<file path="src/rtl/ascon_serial_host_if.sv">
// Bundles the parallel host-side signals and the bit-serial core-side signals of ascon_serial_host.
// Handshake: start is taken only while busy=0; done is a one-cycle pulse and results hold until the next accepted start; ready_si is only looked at while waiting on the core.
interface ascon_serial_host_if #(
  parameter int KEY_W = 128,
  parameter int BLK_W = 64
);
  logic             start;
  logic             decrypt;
  logic [KEY_W-1:0] key;
  logic [KEY_W-1:0] nonce;
  logic [BLK_W-1:0] ad;
  logic [BLK_W-1:0] din;
  logic             busy;
  logic             done;
  logic             err;
  logic [BLK_W-1:0] dout;
  logic [KEY_W-1:0] tag;
  logic             key_so;
  logic             nonce_so;
  logic             ad_so;
  logic             data_so;
  logic             start_so;
  logic             decrypt_so;
  logic             data_si;
  logic             tag_si;
  logic             ready_si;

  // master is the environment around the host: the controller plus the serial core.
  modport master (
    output start, decrypt, key, nonce, ad, din, data_si, tag_si, ready_si,
    input  busy, done, err, dout, tag,
    input  key_so, nonce_so, ad_so, data_so, start_so, decrypt_so
  );

  modport slave (
    input  start, decrypt, key, nonce, ad, din, data_si, tag_si, ready_si,
    output busy, done, err, dout, tag,
    output key_so, nonce_so, ad_so, data_so, start_so, decrypt_so
  );
endinterface

</file>
<file path="src/rtl/ascon_serial_host.sv">
// Serialises key/nonce/ad/data MSB-first to a bit-serial Ascon core, pulses its start,
// waits for ready (with timeout) and deserialises the returned data and tag.
module ascon_serial_host #(
  parameter int KEY_W   = 128,
  parameter int BLK_W   = 64,
  parameter int TIMEOUT = 4096
) (
  input  logic                 clk,
  input  logic                 rst,
  ascon_serial_host_if.slave   bus,
  output logic [2:0]           dbg_state
);
  localparam int CW = $clog2(KEY_W + 1);
  localparam int TW = $clog2(TIMEOUT + 1);

  typedef enum logic [2:0] {
    S_IDLE    = 3'd0,
    S_SHIFT   = 3'd1,
    S_START   = 3'd2,
    S_WAIT    = 3'd3,
    S_CAPTURE = 3'd4,
    S_DONE    = 3'd5
  } state_t;

  state_t           state;
  logic [CW-1:0]    cnt;
  logic [TW-1:0]    tcnt;
  logic [KEY_W-1:0] key_sr;
  logic [KEY_W-1:0] nonce_sr;
  logic [BLK_W-1:0] ad_sr;
  logic [BLK_W-1:0] din_sr;
  logic             decr_r;
  logic             err_r;
  logic [BLK_W-1:0] dout_r;
  logic [KEY_W-1:0] tag_r;

  // Operand shift registers empty themselves with zeros, so the shorter blocks
  // naturally read 0 once their BLK_W bits have gone out.
  assign bus.key_so     = (state == S_SHIFT) & key_sr[KEY_W-1];
  assign bus.nonce_so   = (state == S_SHIFT) & nonce_sr[KEY_W-1];
  assign bus.ad_so      = (state == S_SHIFT) & ad_sr[BLK_W-1];
  assign bus.data_so    = (state == S_SHIFT) & din_sr[BLK_W-1];
  assign bus.start_so   = (state == S_START);
  assign bus.decrypt_so = decr_r;
  assign bus.busy       = (state != S_IDLE);
  assign bus.done       = (state == S_DONE);
  assign bus.err        = err_r;
  assign bus.dout       = dout_r;
  assign bus.tag        = tag_r;
  assign dbg_state      = state;

  always_ff @(posedge clk) begin
    if (rst) begin
      state    <= S_IDLE;
      cnt      <= '0;
      tcnt     <= '0;
      key_sr   <= '0;
      nonce_sr <= '0;
      ad_sr    <= '0;
      din_sr   <= '0;
      decr_r   <= 1'b0;
      err_r    <= 1'b0;
      dout_r   <= '0;
      tag_r    <= '0;
    end else begin
      case (state)
        S_IDLE: begin
          if (bus.start) begin
            key_sr   <= bus.key;
            nonce_sr <= bus.nonce;
            ad_sr    <= bus.ad;
            din_sr   <= bus.din;
            decr_r   <= bus.decrypt;
            err_r    <= 1'b0;
            dout_r   <= '0;
            tag_r    <= '0;
            cnt      <= '0;
            state    <= S_SHIFT;
          end
        end
        S_SHIFT: begin
          key_sr   <= key_sr << 1;
          nonce_sr <= nonce_sr << 1;
          ad_sr    <= ad_sr << 1;
          din_sr   <= din_sr << 1;
          cnt      <= cnt + CW'(1);
          if (cnt == CW'(KEY_W - 1)) state <= S_START;
        end
        S_START: begin
          tcnt  <= '0;
          state <= S_WAIT;
        end
        S_WAIT: begin
          if (bus.ready_si) begin
            cnt   <= '0;
            state <= S_CAPTURE;
          end else begin
            tcnt <= tcnt + TW'(1);
            if (tcnt == TW'(TIMEOUT - 1)) begin
              err_r <= 1'b1;
              state <= S_DONE;
            end
          end
        end
        S_CAPTURE: begin
          tag_r <= {tag_r[KEY_W-2:0], bus.tag_si};
          if (cnt < CW'(BLK_W)) dout_r <= {dout_r[BLK_W-2:0], bus.data_si};
          cnt <= cnt + CW'(1);
          if (cnt == CW'(KEY_W - 1)) state <= S_DONE;
        end
        S_DONE: state <= S_IDLE;
        default: state <= S_IDLE;
      endcase
    end
  end
endmodule

</file>
<file path="src/flat_wrapper.sv">
// flat-port wrapper written by rule: the top's interface ports become plain ports
module ascon_serial_host_flat 
#(
  parameter int KEY_W   = 128,
  parameter int BLK_W   = 64,
  parameter int TIMEOUT = 4096
)
  (clk, rst, dbg_state, bus_start, bus_decrypt, bus_key, bus_nonce, bus_ad, bus_din, bus_data_si, bus_tag_si, bus_ready_si, bus_busy, bus_done, bus_err, bus_dout, bus_tag, bus_key_so, bus_nonce_so, bus_ad_so, bus_data_so, bus_start_so, bus_decrypt_so);
  ascon_serial_host_if #(.KEY_W(KEY_W), .BLK_W(BLK_W)) bus_i ();
  input  logic clk;
  input  logic rst;
  output logic [2:0] dbg_state;
  input wire logic [$bits(bus_i.start)-1:0] bus_start;
  input wire logic [$bits(bus_i.decrypt)-1:0] bus_decrypt;
  input wire logic [$bits(bus_i.key)-1:0] bus_key;
  input wire logic [$bits(bus_i.nonce)-1:0] bus_nonce;
  input wire logic [$bits(bus_i.ad)-1:0] bus_ad;
  input wire logic [$bits(bus_i.din)-1:0] bus_din;
  input wire logic [$bits(bus_i.data_si)-1:0] bus_data_si;
  input wire logic [$bits(bus_i.tag_si)-1:0] bus_tag_si;
  input wire logic [$bits(bus_i.ready_si)-1:0] bus_ready_si;
  output wire logic [$bits(bus_i.busy)-1:0] bus_busy;
  output wire logic [$bits(bus_i.done)-1:0] bus_done;
  output wire logic [$bits(bus_i.err)-1:0] bus_err;
  output wire logic [$bits(bus_i.dout)-1:0] bus_dout;
  output wire logic [$bits(bus_i.tag)-1:0] bus_tag;
  output wire logic [$bits(bus_i.key_so)-1:0] bus_key_so;
  output wire logic [$bits(bus_i.nonce_so)-1:0] bus_nonce_so;
  output wire logic [$bits(bus_i.ad_so)-1:0] bus_ad_so;
  output wire logic [$bits(bus_i.data_so)-1:0] bus_data_so;
  output wire logic [$bits(bus_i.start_so)-1:0] bus_start_so;
  output wire logic [$bits(bus_i.decrypt_so)-1:0] bus_decrypt_so;
  assign bus_i.start = bus_start;
  assign bus_i.decrypt = bus_decrypt;
  assign bus_i.key = bus_key;
  assign bus_i.nonce = bus_nonce;
  assign bus_i.ad = bus_ad;
  assign bus_i.din = bus_din;
  assign bus_i.data_si = bus_data_si;
  assign bus_i.tag_si = bus_tag_si;
  assign bus_i.ready_si = bus_ready_si;
  assign bus_busy = bus_i.busy;
  assign bus_done = bus_i.done;
  assign bus_err = bus_i.err;
  assign bus_dout = bus_i.dout;
  assign bus_tag = bus_i.tag;
  assign bus_key_so = bus_i.key_so;
  assign bus_nonce_so = bus_i.nonce_so;
  assign bus_ad_so = bus_i.ad_so;
  assign bus_data_so = bus_i.data_so;
  assign bus_start_so = bus_i.start_so;
  assign bus_decrypt_so = bus_i.decrypt_so;
  ascon_serial_host #(.KEY_W(KEY_W), .BLK_W(BLK_W), .TIMEOUT(TIMEOUT)) u_core (.clk(clk), .rst(rst), .bus(bus_i), .dbg_state(dbg_state));
endmodule
</file>
<file path="config.mk">
export PLATFORM = sky130hd
export DESIGN_NAME = ascon_serial_host_flat
export DESIGN_NICKNAME = d
export VERILOG_FILES = /design/src/rtl/ascon_serial_host_if.sv /design/src/rtl/ascon_serial_host.sv /design/src/flat_wrapper.sv
export SDC_FILE = /design/constraint.sdc
export NUM_CORES = 1
export LEC_CHECK = 0
export BUFFER_PORTS_ARGS = -buffer_cell sky130_fd_sc_hd__buf_2
export CAP_MARGIN = 20
export CORE_ASPECT_RATIO = 0.5
export CORE_MARGIN = 2
export CORE_UTILIZATION = 30
export DETAILED_ROUTE_END_ITERATION = 10
export GPL_TIMING_DRIVEN = 0
export PLACE_DENSITY = 0.47
export SETUP_SLACK_MARGIN = 0.02
export SLEW_MARGIN = 20
export SYNTH_ARGS = -nofsm -noshare
export SYNTH_HDL_FRONTEND = slang
export SYNTH_SLANG_ARGS = --single-unit
</file>
<file path="constraint.sdc">
create_clock -name clk -period 4.9 [get_ports clk]
set_clock_uncertainty 0.1 [all_clocks]
set_input_delay 0.245 -clock clk [delete_from_list [all_inputs] [get_ports clk]]
set_output_delay 0.245 -clock clk [all_outputs]
set_load 0.1 [all_outputs]
</file>
## After elaboration in Yosys (flattened, before gate mapping)

Index checks and enable logic that the tools add are counted.

| cells by class | value |
|---|---|
| equality and inequality tests | 15 |
| muxes and demuxes | 28 |
| reductions and logical operators | 16 |
| magnitude comparators | 1 |
| add/sub/neg operators | 2 |
| bitwise logic cells | 4 |

Operator list:

| kind | number |
|---|---|
| 128-bit case mux with 2 select lines | 3 |
| 128-bit 2-to-1 mux | 3 |
| 64-bit case mux with 2 select lines | 3 |
| 64-bit 2-to-1 mux | 4 |
| 13-bit case mux with 2 select lines | 1 |
| 8-bit case mux with 3 select lines | 1 |
| 8-bit 2-to-1 mux | 2 |
| 3-bit 2-to-1 mux | 5 |
| 3-bit case mux with 5 select lines | 1 |
| 13-bit by 1-bit adder with 13-bit output, second input constant | 1 |
| 13-bit by 12-bit equality test with 1-bit output, second input constant | 1 |
| 13-bit 2-to-1 mux | 1 |
| 8-bit by 1-bit adder with 8-bit output, second input constant | 1 |
| 8-bit by 7-bit equality test with 1-bit output, second input constant | 1 |
| 8-bit by 7-bit < comparator with 1-bit output, second input constant | 1 |
| 2-bit inequality test, second input constant | 4 |
| 2-bit AND reduction | 4 |
| 4-bit AND reduction | 2 |
| 2-bit nonzero test | 4 |
| 3-bit by 2-bit equality test with 1-bit output, second input constant | 2 |
| 3-bit equality test, second input constant | 2 |
| 2-bit by 1-bit inequality test with 1-bit output, second input constant | 3 |
| 3-bit AND reduction | 2 |
| 3-bit nonzero test | 2 |
| 7 further kinds | 12 |

| storage, ports and cells | value |
|---|---|
| register bits | 602 |
| input port bits | 391 |
| output and inout port bits | 204 |
| word-level logic and storage cells | 77 |

## Longest topological paths before layout

Gate-level depths: netlist of run 1.

| depth | value |
|---|---|
| depth in word-level cells | 4 |
| mapped depth | 9 |
| gate-level depth less buffers | 6 |

## Least setup slack after synthesis of run 1

Ideal clock, no wire load.

| timing | value |
|---|---|
| path type | reg2reg |
| from | register u_core.state[1] (netlist: u_core.dbg_state[1]) |
| to | register u_core.tag_r[15] (netlist: u_core.bus.tag[15]) |
| path buffers | 3 |
| arrival | 2.932 ns |
| required time | 4.732 ns |
| setup time | 0.068 ns |
| slack | 1.800 ns |
| clock period less this slack | 3.100 ns |
| cell stages (with the launch flop) | 9 |
| path through | dfxtp_1 buf_2 or3_1 nor2_4 nor2_1 buf_2 clkbuf_1 a22oi_1 nor2_1 |

| on the way | value |
|---|---|
| longest elaborated chain between the ends | 3 |
| elaborated cells on any way between the ends | 6 |
| those cells by class | eq/ne (2); mux (1); reduce/logical (3) |

RTL lines:

| what | RTL line | source |
|---|---|---|
| start, declared | ascon_serial_host.sv:25 | `state_t state;` |
| start signal, assigned | ascon_serial_host.sv:54 | `state <= S_IDLE;` |
| start signal, assigned | ascon_serial_host.sv:78 | `state <= S_SHIFT;` |
| start signal, assigned | ascon_serial_host.sv:87 | `if (cnt == CW'(KEY_W - 1)) state <= S_START;` |
| 3-bit equality test or 3-bit logical NOT (tied branches) | ascon_serial_host.sv:66 | `case (state)` |
| 2-bit nonzero test (no source line) or 2-bit inequality test (tied branches) | n/a |  |
| 2-bit AND reduction (no source line) | n/a |  |
| end signal, assigned | ascon_serial_host.sv:106 | `tag_r <= {tag_r[KEY_W-2:0], bus.tag_si};` |
| end, declared | ascon_serial_host.sv:35 | `logic [KEY_W-1:0] tag_r;` |

Parallel ways exist; a longest one is shown, timed or not.
A chain may end at the register's enable or synchronous reset.

## Worst setup path in the final report of run 1

| timing | value |
|---|---|
| from | register u_core.state[2] (netlist: u_core.dbg_state[2]) |
| to | output bus_ad_so |

| on the way | value |
|---|---|
| longest elaborated chain between the ends | 2 |

RTL lines:

| what | RTL line | source |
|---|---|---|
| 3-bit by 1-bit equality test with 1-bit output | ascon_serial_host.sv:41 | `assign bus.ad_so = (state == S_SHIFT) & ad_sr[BLK_W-1];` |
| 1-bit AND | ascon_serial_host.sv:41 |  |
| end, declared | flat_wrapper.sv:29 | `output wire logic [$bits(bus_i.ad_so)-1:0] bus_ad_so;` |

No other way between the ends.

==> out/qor.csv, run 1 <==
stage;metric;value;unit
outcome;outcome;completed;
synth;syn nets;2982;
die;Core Area;75100;µm²
setup_path;Required @ worst endpoint;4.55;ns
placed_design;IO Port Bufs;594;
global_routing;largest net degree at the start of global routing;17;
timing;RSZ-0062 raised after global routing;no;
synth;ys async rst share;0;
pwr;sequential share of power;0.396;
setup_path;WS Path Type;reg2out;
global_routing;global-route wire length before repair;122000;µm
synth;Synthesis Warnings;0;
flow_run;max-cap violations;0;
timing;minimum hold slack;0.295;ns
placed_design;area post-placement;26900;µm²
pwr;VDD IR max;0.273;mV
setup_path;crit path from;u_core.dbg_state[2];
synth;Most used DFF post-synth;dfxtp_1;
placed_design;routability cong.;0.791;
timing;Fin. Hold Viols;0;
clock_network;CTS tree;yes;
setup_path;Crit. End Element;primary output;
route;DRT Pass-1 Iters;5;
timing;minimum clock period;3.42;ns
clock_network;post-cts gate resize count;0;
route;WL final;80300;µm
final_layout;Layout area overhead;44.8;%
pwr;pwr/cell area;529;nW/µm²
setup_path;setup slack on the worst flop-to-flop path;2.30;ns
placed_design;dpl hpwl;56800;µm
pwr;Pleak;13.4;nW
route;vias;23000;
pwr;net switching power;0.00631;W
route;routed length per instance;17.0;µm
clock_network;clock latency on the worst-skew pair;0.65;ns
clock_network;clk sink count;602;
pwr;Gate power share;0.334;
global_routing;initial antenna violation count;19;
global_routing;Total GRT Usage;0.195;
pwr;total power;0.0174;W
route;Via-to-Cell Ratio;4.87;
synth;Cell variety after synth;43;
timing;fin. max-slew vios;0;
route;highest routed layer;met4;
clock_network;H-tree levels;2;
timing;max_slew headroom;0.467;
die;Initial Utilization;0.302;
setup_path;Worst Path Max Fanout;10;
setup_path;Arr. time, crit path;3.08;ns
pwr;clock share of power;0.270;
worst_hold_path;min-delay worst type;in2reg;
final_layout;fin area;32900;µm²
synth;Gate Count Post-Synth;2589;
timing;# setup viols final;0;
final_layout;layout cells sized above 1;0.244;
synth;Mean Syn Cell Area;8.77;µm²
synth;cell taking the most area after synthesis;dfxtp_1;
die;Die W;393;µm
global_routing;grt total ovfl;0;
synth;commonest cells in the synthesized netlist;dfxtp_1, nor2_1, o22ai_1;
setup_path;CP Launch Type;flop;
clock_network;Inserted Clock Buffers;59;
die;row count;71;
timing;Worst Max-Slew Pin Slew;0.800;ns
route;Final ANT Viol Nets;0;
timing;Setup TNS Final;0;ns
die;height of the die;199;µm
synth;Mapped Area;22700;µm²
setup_path;RR Startpoint;u_core.dbg_state[1];
worst_hold_path;hold depth;4;
clock_network;CTS root buffer;clkbuf_16;
clock_network;clk buf depth;3;
route;wl on met1;32500;µm
synth;Post-synth EDFFs;0;
timing;Achievable Freq;292;MHz
synth;top-count cell post-synth;dfxtp_1;
worst_hold_path;Hold Crit Start;bus_tag_si;
clock_network;Reg clk slew, reported paths;0.06;ns
synth;register area share after synthesis;0.531;
final_layout;nets;4027;
synth;#FFs+latches synth;602;
route;Met3 Routed Length;3080;µm
setup_path;cells on worst reg2reg path;7;
die;total die area;78000;µm²
clock_network;Post-CTS Setup Inserts;0;
route;Starting DRT DRC Count;1324;
route;DR WL met2;42000;µm
pwr;P_int;0.0111;W
route;DRC viols;0;
pwr;Switching Fraction;0.362;
synth;Yosys top cell area share;0.531;
die;io pins;595;
timing;period utilisation layout;0.699;
global_routing;vias in the first global route;22500;
synth;ranking of synthesized cells by area;dfxtp_1, o22ai_1, nor2_1;
[cell type report]
type                    instances  area (µm²)
fillers                      7563       42200
clock inverters                18         239
flip-flops and latches        602       12100
clock buffers                  86        1730
multi-input cells            1736        9470
well taps                    1022        1280
plain buffers                 244        1150
inverters                       7        26.3
repair buffers                984        6880
diodes                         22        55.1
[critical path: stages, from the launching register on]
cell	delay (ns)
dfxtp_1	0.35
buf_2	0.19
nand2b_1	0.21
nor2_1	0.30
buf_2	0.30
clkbuf_1	0.43
and2_1	0.19
buf_2	0.47
[layout by cell type, fill, tap and decap left out, drive strengths merged, types with 4 or more instances in the layout]
cell type,instances
dfxtp,602
and2,4
o22ai,318
dlygate4sd3,390
a22oi,193
bufinv,4
or3,5
nand4,5
clkinv,11
nand3,69
inv,8
xnor2,7
xor2,6
clkbuf,201
nand2,151
buf,723
nor3,324
o21ai,5
diode,22
nor2,478
a21oi,139
nand2b,9
[power groups by stage]
| stage | Sequential [W] | Clock, W | Combinational (W) |
|---|---|---|---|
| 2_1_floorplan | 0.00686 | 0 | 0.00419 |
| 3_3_place_gp | 0.00695 | 0 | 0.00548 |
| 3_5_place_dp | 0.00696 | 0 | 0.00554 |
| 4_1_cts | 0.00687 | 0.00486 | 0.00583 |
| 5_1_grt | 0.00704 | 0.00504 | 0.00650 |
| 6_report | 0.00689 | 0.00469 | 0.00581 |
[sequential cells by signal, indices dropped and copies added (netlist names)]
| register | count |
|---|---|
| u_core.key_sr | 128 |
| u_core.dbg_state | 3 |
| u_core.ad_sr | 64 |
| u_core.cnt | 8 |
| u_core.bus.err | 1 |
| u_core.tcnt | 13 |
| u_core.bus.decrypt_so | 1 |
| u_core.bus.tag | 128 |
| u_core.nonce_sr | 128 |
| u_core.din_sr | 64 |
| u_core.bus.dout | 64 |
[worst paths after layout]
| path | to |
|---|---|
| worst min register to register | u_core.din_sr[8] |
| worst max register to register | u_core.ad_sr[62] |
| worst min-delay path | u_core.bus.tag[0] |
| worst max-delay path | bus_ad_so |
[metal layers]
metal	vias up	global-route usage
li1	11400	-
met1	10900	0.224
met2	465	0.357
met3	159	0.0329
met4	0	0.0827
met5	-	0
[stage by stage]
| step | setup WS, ns | instances | util |
|---|---|---|---|
| 2_1_floorplan | 1.80 | 2589 | - |
| 3_3_place_gp | 2.09 | 4205 | 0.359 |
| 3_5_place_dp | 2.12 | 4205 | 0.359 |
| 4_1_cts | 1.40 | 4699 | 0.437 |
| 5_1_grt | 1.24 | 4718 | 0.438 |
| 6_report | 1.48 | 4721 | 0.438 |
[timing repair]
item / 4_1_cts / 5_1_grt
hold buffers: 390 / 0
endpoints found under the setup margin: 0 / 0
hold endpoints to repair: 391 / 0
[cells by family (layout without fill, tap and decap cells)]
family          after synthesis  in the layout  synth area share
compound gates              663            663             0.186
simple gates               1057           1057             0.224
flops                       602            602             0.531
xor+xnor                     13             13           0.00502
other cells                   0             22                 0
fa+ha+maj                     2              2           0.00110
buf+inv                     251           1339            0.0520
mux                           1              1          0.000441
Power figures use the tool's default switching activity.
==> run 2, diff against run 1 <==
- PLACE_DENSITY: 0.47 -> 0.49
- clock period: 4.9 -> 2.97 ns (I/O delays scaled with it)
==> run 2 against run 1 <==
Global-route usage rose by 0.22 points. Highest routed layer unchanged. Critical endpoint is now bus_nonce_so. Final cell count did not move. Sequential power rose by 65%. Via count rose by 0.13%. Largest cell class unchanged.
==> out/qor.csv, run 2 (same netlist as run 1, synthesis figures left out) <==
stage;metric;value;unit;change
timing;period utilisation layout;0.934;;
worst_hold_path;min-delay worst type;in2reg;;
placed_design;pre-CTS worst setup slack;0.342;ns;-1.77 ns
route;DRC viols;0;;unchanged
clock_network;clk sink count;602;;unchanged
pwr;pwr/cell area;878;nW/µm²;+66%
clock_network;CTS root buffer;clkbuf_16;;
global_routing;initial antenna violation count;15;;-4
placed_design;IO Port Bufs;594;;unchanged
setup_path;RR Startpoint;u_core.dbg_state[1];;
global_routing;largest net degree at the start of global routing;20;;+3
final_layout;most frequent cells in the layout;buf_2, dfxtp_1, nor2_1;;
setup_path;slowest CP cell;dfxtp_1;;
timing;fin. max-slew vios;0;;unchanged
setup_path;critical path, cell by cell;buf_2 > nand2b_1 > nor2_1 > clkbuf_4 > and2_1 > buf_4;;
outcome;outcome;completed;;
timing;RSZ-0062 raised after global routing;no;;
clock_network;CTS tree;yes;;
worst_hold_path;Hold Crit Start;bus_tag_si;;
route;Final ANT Viol Nets;0;;unchanged
timing;# setup viols final;0;;unchanged
route;routed length per instance;17.1;µm;+0.75%
timing;Fin. Hold Viols;0;;unchanged
final_layout;commonest non-fill, non-tap cell in the layout;buf_2;;
placed_design;routability cong.;0.799;;+1.0%
die;height of the die;199;µm;unchanged
timing;minimum clock period;2.77;ns;
clock_network;clock latency on the worst-skew pair;0.64;ns;about the same
setup_path;WS Path Type;reg2out;;
timing;Worst Max-Slew Pin Slew;0.789;ns;-0.0103 ns
final_layout;fillers;7514;;-0.65%
die;Core Area;75100;µm²;unchanged
final_layout;fin area;32900;µm²;+0.19%
pwr;VDD IR max;0.440;mV;+61%
global_routing;met3 usage;0.0333;;+0.000417
placed_design;dpl hpwl;56900;µm;+0.14%
setup_path;Arr. time, crit path;2.52;ns;-0.56 ns
global_routing;global-route track usage on met2;0.362;;+0.00424
flow_run;max-cap violations;0;;unchanged
final_layout;nets;4024;;-0.074%
global_routing;global-route wire length before repair;123000;µm;+0.78%
global_routing;Total GRT Usage;0.197;;+0.00217
clock_network;Reg clk slew, reported paths;0.07;ns;about the same
final_layout;Reg area;12100;µm²;about the same
setup_path;crit path from;u_core.dbg_state[2];;
timing;final setup margin;0.197;ns;-1.28 ns
die;io pins;595;;unchanged
timing;Achievable Freq;361;MHz;
global_routing;vias in the first global route;22700;;+1.1%
final_layout;layout cells sized above 1;0.246;;+0.00218
route;DRT Pass-1 Iters;5;;unchanged
global_routing;grt total ovfl;0;;unchanged
clock_network;H-tree levels;2;;unchanged
final_layout;area of the multi-input gates;9470;µm²;about the same
pwr;Pleak;13.5;nW;+0.33%
clock_network;Post-CTS Setup Inserts;0;;unchanged
clock_network;Inserted Clock Buffers;57;;-3.4%
die;total die area;78000;µm²;unchanged
setup_path;CP max stage delay;0.36;ns;-0.11 ns
timing;max_slew headroom;0.474;;+0.00687
setup_path;CP Launch Type;flop;;
timing;Setup TNS Final;0;ns;unchanged
route;vias;23000;;+0.13%
global_routing;grt met1 use;0.225;;+0.000739
clock_network;clk buf depth;3;;unchanged
setup_path;Crit. End Element;primary output;;
setup_path;Required @ worst endpoint;2.72;ns;-1.83 ns
placed_design;area post-placement;27000;µm²;about the same
timing;minimum hold slack;0.233;ns;-0.0618 ns
route;Starting DRT DRC Count;1194;;-9.8%
route;Via-to-Cell Ratio;4.88;;+0.13%
die;row count;71;;unchanged
die;Die W;393;µm;unchanged
setup_path;Worst Path Max Fanout;19;;+9
global_routing;GR peak layer;met2;;
final_layout;Layout area overhead;45.1;%;
route;WL final;80900;µm;+0.75%
die;Initial Utilization;0.302;;unchanged
[run 2: changes by cell type in the layout (fill, tap and decap cells not counted), sizes merged]
cell | before | now
clkinv | 11 | 14
bufinv | 4 | 6
clkinvlp | 2 | 0
buf | 723 | 722
clkbuf | 201 | 200
inv | 8 | 7
[run 2: path summary, 6_finish.rpt]
path,end,slack [ns],cells after the start
setup / recovery,bus_nonce_so,0.20,6
hold / removal,u_core.bus.tag[0],0.23,4
hold reg to reg,u_core.bus.dout[63],0.35,2
setup reg to reg,u_core.ad_sr[53],0.36,7
[run 2: repair_timing]
action | 4_1_cts | 5_1_grt
pin swaps | 0 | 0
endpoints found under the hold margin | 395 | 0
gates resized for setup | 4 | 1
endpoints found under the setup margin | 4 | 4
hold buffers | 390 | 0
[run 2: metrics by stage]
stage	instances	total power, W	utilization
2_1_floorplan	2589	0.0182	-
3_3_place_gp	4205	0.0205	0.359
3_5_place_dp	4205	0.0206	0.359
4_1_cts	4699	0.0291	0.438
5_1_grt	4715	0.0309	0.439
6_report	4721	0.0289	0.439
[run 2: final cells by class]
type | count | share of cell area
flip-flops and latches | 602 | 0.366
multi-input cells | 1736 | 0.287
repair buffers | 984 | 0.209
clock buffers | 85 | 0.0532
well taps | 1022 | 0.0388
plain buffers | 243 | 0.0350
clock inverters | 20 | 0.00805
diodes | 22 | 0.00167
inverters | 7 | 0.000798
[run 2: report_power, final]
part	internal [W]	leakage (nW)	switching, W
registers	0.0103	4.94	0.00114
clock network	0.00459	1.01	0.00334
logic	0.00369	7.51	0.00592
[run 2: critical path, delay by kind of cell (launching register included)]
kind,cells,cell delay [ns]
buf+inv,3,0.85
simple gates,3,0.65
flops,1,0.36
[run 2: layer usage]
layer | vias to the layer above | wire (µm)
met4 | 0 | 3210
met2 | 504 | 42100
met3 | 185 | 3060
met5 | - | 0
li1 | 11400 | -
met1 | 10900 | 32600
